--- src/rtl/fft_butterfly_sequencer.sv ---
`default_nettype none
// ============================================================================
// Module   : fft_butterfly_sequencer
// Brief    : Time-multiplexes one radix-2 complex butterfly unit over an
//            in-place iterative DIT FFT held in a dual-port sample RAM that
//            was pre-loaded in bit-reversed order. Emits the RAM read/write
//            addresses, twiddle index and the butterfly start/done handshake.
// Revision : 1.0 - initial release
// ============================================================================
module fft_butterfly_sequencer #(
  parameter int LOG2N = 3,
  parameter int STG_W = 2
) (
  input  logic             clk,
  input  logic             rst,
  input  logic             start,
  input  logic             abort,
  output logic             busy,
  output logic             done,
  output logic             err,
  output logic [STG_W-1:0] stage,
  output logic             rd_en,
  output logic [LOG2N-1:0] rd_addr_a,
  output logic [LOG2N-1:0] rd_addr_b,
  output logic [LOG2N-2:0] tw_idx,
  output logic             bf_start,
  input  logic             bf_ready,
  input  logic             bf_done,
  output logic             wr_en,
  output logic [LOG2N-1:0] wr_addr_a,
  output logic [LOG2N-1:0] wr_addr_b
);

  // Last butterfly index in a stage is N/2-1, i.e. all ones in LOG2N-1 bits.
  localparam logic [LOG2N-2:0] c_K_LAST = '1;
  localparam logic [STG_W-1:0] c_S_LAST = STG_W'(LOG2N - 1);

  typedef enum logic [2:0] {
    S_IDLE    = 3'd0,
    S_READ    = 3'd1,
    S_ISSUE   = 3'd2,
    S_WAIT_BF = 3'd3,
    S_WRITE   = 3'd4,
    S_DONE    = 3'd5
  } state_t;

  state_t           state_q, state_d;
  logic [STG_W-1:0] stage_q, stage_d;
  logic [LOG2N-2:0] k_q, k_d;
  logic             err_q, err_d;

  logic [LOG2N-2:0] w_mask;
  logic [LOG2N-2:0] w_j;
  logic [LOG2N-2:0] w_grp;
  logic [LOG2N-1:0] w_half;
  logic [LOG2N-1:0] w_addr_a;
  logic [LOG2N-1:0] w_addr_b;
  logic [LOG2N-2:0] w_tw;
  logic             w_active;

  // State, counters and sticky error register.
  always_ff @(posedge clk) begin
    if (rst) begin
      state_q <= S_IDLE;
      stage_q <= '0;
      k_q     <= '0;
      err_q   <= 1'b0;
    end else begin
      state_q <= state_d;
      stage_q <= stage_d;
      k_q     <= k_d;
      err_q   <= err_d;
    end
  end

  // Next-state logic: walk k within a stage, then advance the stage.
  always_comb begin
    state_d = state_q;
    stage_d = stage_q;
    k_d     = k_q;
    err_d   = err_q;
    case (state_q)
      S_IDLE: begin
        if (start && !abort) begin
          state_d = S_READ;
          stage_d = '0;
          k_d     = '0;
          err_d   = 1'b0;
        end
      end
      S_READ:    state_d = S_ISSUE;
      S_ISSUE:   if (bf_ready) state_d = S_WAIT_BF;
      S_WAIT_BF: if (bf_done) state_d = S_WRITE;
      S_WRITE: begin
        if (k_q == c_K_LAST) begin
          if (stage_q == c_S_LAST) begin
            state_d = S_DONE;
          end else begin
            state_d = S_READ;
            k_d     = '0;
            stage_d = stage_q + STG_W'(1);
          end
        end else begin
          state_d = S_READ;
          k_d     = k_q + (LOG2N-1)'(1);
        end
      end
      S_DONE: begin
        state_d = S_IDLE;
        stage_d = '0;
        k_d     = '0;
      end
      default:   state_d = S_IDLE;
    endcase
    // Abort wins over any sequencing decision; counters return to zero so
    // the idle stage output reads 0.
    if (abort && (state_q != S_IDLE)) begin
      state_d = S_IDLE;
      stage_d = '0;
      k_d     = '0;
    end
    // A result strobe the sequencer is not waiting for is a protocol error.
    if (bf_done && (state_q != S_WAIT_BF)) begin
      err_d = 1'b1;
    end
  end

  // Butterfly address generation: group = k >> stage, j = k mod 2^stage.
  always_comb begin
    w_mask   = ~({(LOG2N-1){1'b1}} << stage_q);
    w_j      = k_q & w_mask;
    w_grp    = k_q >> stage_q;
    w_half   = LOG2N'(1) << stage_q;
    w_addr_a = ({w_grp, 1'b0} << stage_q) | {1'b0, w_j};
    w_addr_b = w_addr_a | w_half;
    w_tw     = w_j << (c_S_LAST - stage_q);
  end

  // Output decode from registered state; addresses only shown while a
  // butterfly is in flight so idle outputs are all zero.
  always_comb begin
    w_active  = (state_q == S_READ) || (state_q == S_ISSUE) ||
                (state_q == S_WAIT_BF) || (state_q == S_WRITE);
    busy      = (state_q != S_IDLE);
    done      = (state_q == S_DONE);
    err       = err_q;
    stage     = stage_q;
    rd_en     = (state_q == S_READ);
    bf_start  = (state_q == S_ISSUE);
    wr_en     = (state_q == S_WRITE);
    rd_addr_a = w_active ? w_addr_a : '0;
    rd_addr_b = w_active ? w_addr_b : '0;
    tw_idx    = w_active ? w_tw : '0;
    wr_addr_a = w_active ? w_addr_a : '0;
    wr_addr_b = w_active ? w_addr_b : '0;
  end

endmodule
`default_nettype wire

--- config.mk ---
export PLATFORM = sky130hd
export DESIGN_NAME = fft_butterfly_sequencer
export DESIGN_NICKNAME = d
export VERILOG_FILES = /design/src/rtl/fft_butterfly_sequencer.sv
export SDC_FILE = /design/constraint.sdc
export NUM_CORES = 1
export LEC_CHECK = 0
export ABC_AREA = 1
export BUFFER_PORTS_ARGS = -buffer_cell sky130_fd_sc_hd__buf_4
export CELL_PAD_IN_SITES_DETAIL_PLACEMENT = 2
export CELL_PAD_IN_SITES_GLOBAL_PLACEMENT = 2
export CORE_MARGIN = 5
export CORE_UTILIZATION = 25
export DETAILED_ROUTE_END_ITERATION = 12
export PLACE_DENSITY_LB_ADDON = 0.08
export SLEW_MARGIN = 20
export SYNTH_ARGS = -nofsm -noshare
export SYNTH_HDL_FRONTEND = slang
export SYNTH_SLANG_ARGS = --single-unit
--- constraint.sdc ---
create_clock -name clk -period 2.7 [get_ports clk]
set_clock_uncertainty 0.15 [all_clocks]
set_input_delay 0.27 -clock clk [delete_from_list [all_inputs] [get_ports clk]]
set_output_delay 0.27 -clock clk [all_outputs]
set_load 0.05 [all_outputs]
==> results.txt <==
Dividing the final minimum period by the clock period gives 0.784. The source-to-sink clock delay at the later pin of the worst-skew pair came out at 0.26 ns. The top fanout value on the critical path is 6. The initial standard-cell utilization of the core came out at 0.253. The placeable core area is about 3000 µm².

Among cell families on the critical path, the largest total delay comes from buffers and inverters. The total number of H-tree levels is 1. The worst register-to-register path ends at k_q[1]$_SDFFE_PP0P_. The maximum resistive drop on vdd is roughly 210 µV. The I/O pin count is 28. The routed wire length came out at ~2.4 mm. The critical path startpoint category is a flop. In the layout the commonest cells are 28 x buf_4, 26 x nand2_1, 19 x inv_1, 18 x nor2_1, 14 x nand3_1.

The weighted congestion at the end of routability-driven global placement came out at 0.743. The shortest period the worst path allows is ~2.1 ns. The number of global-route vias before repair came to ~860.

In this run the horizontal extent of the chip is 64.8 µm. The die area is 4200 µm². After routing the design area is a little under 1000 µm².

The cell area after placement came out at between 900 and 1000 µm². The clock slew seen by the registers of the worst setup and hold paths is 0.06 ns. After detailed placement, the design holds a cell count of around 180. The leakage power summed over all cells came out at 0.521 nW. The cell count after synthesis came out at 122.

The Yosys step of the flow raised 0 warnings. The path type of the worst min-delay path is primary input to flop. The worst path buffer plus inverter count is 4.

Across every metal layer, demand over resource in global routing totals 0.123. The post-synthesis cell type with the largest combined area is dfxtp_1. Leaving out filler cells and counting taps, the final layout contains 178.

The average instance area after synthesis came out at 6.16 µm². The maximum number of buffers from clock root to sink came out at 2. Of the cells placed in the final design, the portion with a size suffix greater than 1 is 0.283. Setup repair after global routing left no endpoint under its margin. The number of core rows is 20.

Among the stages of the critical path, the cell type that occurs most often is inv_1. The run finished with clean final reports. The number of flip-flops and latches in the synthesized netlist came out at 8. The library cell used most frequently in the layout, excluding fill and tap cells, is buf_4. The TritonCTS clock tree is done. The most critical setup path has its endpoint at tw_idx[0]. The worst endpoint required time came out at 2.28 ns. The total via count after detailed routing is between 800 and 900.

The slowest library cell on the worst path is dfxtp_1. The sequential-to-total area share from yosys stat is 0.213. The number of hold-slack violations in the final timing report is 0.

The launch point of the worst path is stage[0]$_SDFFE_PP0P_. Measured in cells, the most critical reg-to-reg path has a length of 8. The netlist area before placement is around 750 µm². The number of logic stages on the critical path including buffering came out at 8. The clock sink count is 8. The worst slew margin relative to its limit came out at 0.748. The number of nets at the end of the flow is between 150 and 200. Relative to the synthesized area, the layout overhead comes to 28.0%. In this run, post-CTS hold repair placed 0 buffers. The number of antenna diodes is 0.

Setup violations remaining at the end of the flow were counted as 0. The max capacitance violation total came out at 0. Once detail routing completed, the nets flagged for antenna violations numbered 0. The mean routed wirelength per cell came out at between 10 and 15 µm.

The post-CTS setup repair buffer count came out at 0. Dividing total power by cell area gives a power density of 853 nW/µm². The initial antenna violation count is 0. In this run the register-to-register setup slack is 1.07 ns. The number of gates resized after CTS came out at 0.

The first-pass GRT wire length is 4.15 mm. The setup path with the least slack is of type flop to output port. The filler cell count is 384. Hold is met by approximately 0.043 ns. Sorting the synthesized cells by area gives the leading types as dfxtp_1 21%, nand2_1 13%, inv_1 9.5%. The number of buffers created by CTS came out at 3. The max-slew violation count is 0. The area share of the largest cell type after synthesis came out at 0.213. The number of detailed-routing iterations run before antenna repair is 4. The aggregate negative setup slack came out at 0 ns. The startpoint identified for the worst register-to-register timing path is stage[0]$_SDFFE_PP0P_.

The largest incremental delay on the critical path is roughly 0.43 ns. The total grt overflow came out at 0. The post-synth net total came out at between 100 and 150. The vias per cell is 4.61. CTS placed an instance of clkbuf_4 at the clock tree root.

The signal on the critical path passes through inv_1 > ha_1 > inv_1 > nand2_1 > nor2_4 > nand3_1 > inv_1 > buf_4. The maximum operating frequency is 473 MHz. The vertical extent of the die came out at between 60 and 70 µm. The count of input and output buffers is 27.

The core utilization of the finished layout came out at 0.323. The arrival time at the worst endpoint is about 1.7 ns. The DRC violation count after routing came out at 0.

The worst setup path is captured at an output port. The final HPWL from detailed placement came out at a little under 2 mm. Entering global routing, the biggest net connects 11 pins. For this block, the initial DRC count from the detailed router was 11. Counting distinct cell types in the post-synthesis netlist gives 20. The transition time at the pin with the least slew margin is 0.377 ns.
-- metrics by stage --
stage	total power [W]	worst slack (ns)
global route	0.000889	0.415
detailed placement	0.000736	0.842
floorplan	0.000606	0.198
CTS	0.000839	0.549
global placement	0.000722	0.859
finish	0.000821	0.584
-- kinds of logic after synthesis --
kind of cell,share of synthesized area
AND/OR/NAND/NOR,0.426
buffers and inverters,0.190
AO/OA/AOI/OAI,0.105
flip-flops,0.213
adder cells (fa/ha/maj),0.0666
-- cell usage after synthesis --
| cell type | number |
|---|---|
| nand4_1 | 2 |
| nand3_1 | 14 |
| nor3_1 | 1 |
| buf_4 | 7 |
| o21ai_1 | 1 |
| nor2_4 | 1 |
| inv_1 | 19 |
| o21ai_0 | 1 |
| o31ai_1 | 1 |
| nor2_8 | 1 |
| a21oi_1 | 9 |
| a21oi_4 | 1 |
| nor2_1 | 18 |
| buf_6 | 1 |
| inv_2 | 2 |
| nand2_1 | 26 |
| nand2_4 | 1 |
| dfxtp_1 | 8 |
| nand2_2 | 4 |
| ha_1 | 4 |
-- metal layers --
metal  vias to the layer above  GRT usage  wire [µm]
li1                        423          -          -
met4                         0     0.0317         16
met2                        18      0.203       1140
met5                         -          0          0
met3                         2     0.0243        119
met1                       378      0.163       1100
-- how the worst min path moves through the flow --
stage          slack, ns  cells after the start  startpoint               end
6_report            0.04                      2         rst  err$_SDFFE_PP0P_
5_1_grt             0.03                      2         rst  err$_SDFFE_PP0P_
4_1_cts             0.03                      2         rst  err$_SDFFE_PP0P_
3_5_place_dp        0.31                      2         rst  err$_SDFFE_PP0P_
3_3_place_gp        0.31                      2         rst  err$_SDFFE_PP0P_
2_1_floorplan       0.19                      1         rst  err$_SDFFE_PP0P_
-- power by group --
group,internal [W],switching (W),total [W]
combinational,0.000155,0.000389,0.000544
sequential,0.000139,0.0000429,0.000181
clock,0.0000511,0.0000445,0.0000956
-- registers in the layout, summed over array words and instances (netlist names) --
| register | count |
|---|---|
| stage | 2 |
| k_q | 2 |
| state_q | 3 |
| err | 1 |
-- worst register-to-register path: stages, from the launching register on --
cell and delay [ns]:
dfxtp_1 0.43, inv_1 0.17, ha_1 0.26, nand2_1 0.07
inv_1 0.04, nand3_1 0.17, nand3_1 0.12, nand2_1 0.07
nor2_1 0.04
-- cell type report --
class,instances,area [µm²],share of cell area
timing repair buffer,28,210,0.218
sequential,8,160,0.166
inverter,21,78.8,0.0819
clock buffer,3,22.5,0.0234
multi-input combinational,85,449,0.467
tap,33,41.3,0.0429
No activity file was read; power rests on OpenSTA's default activity.
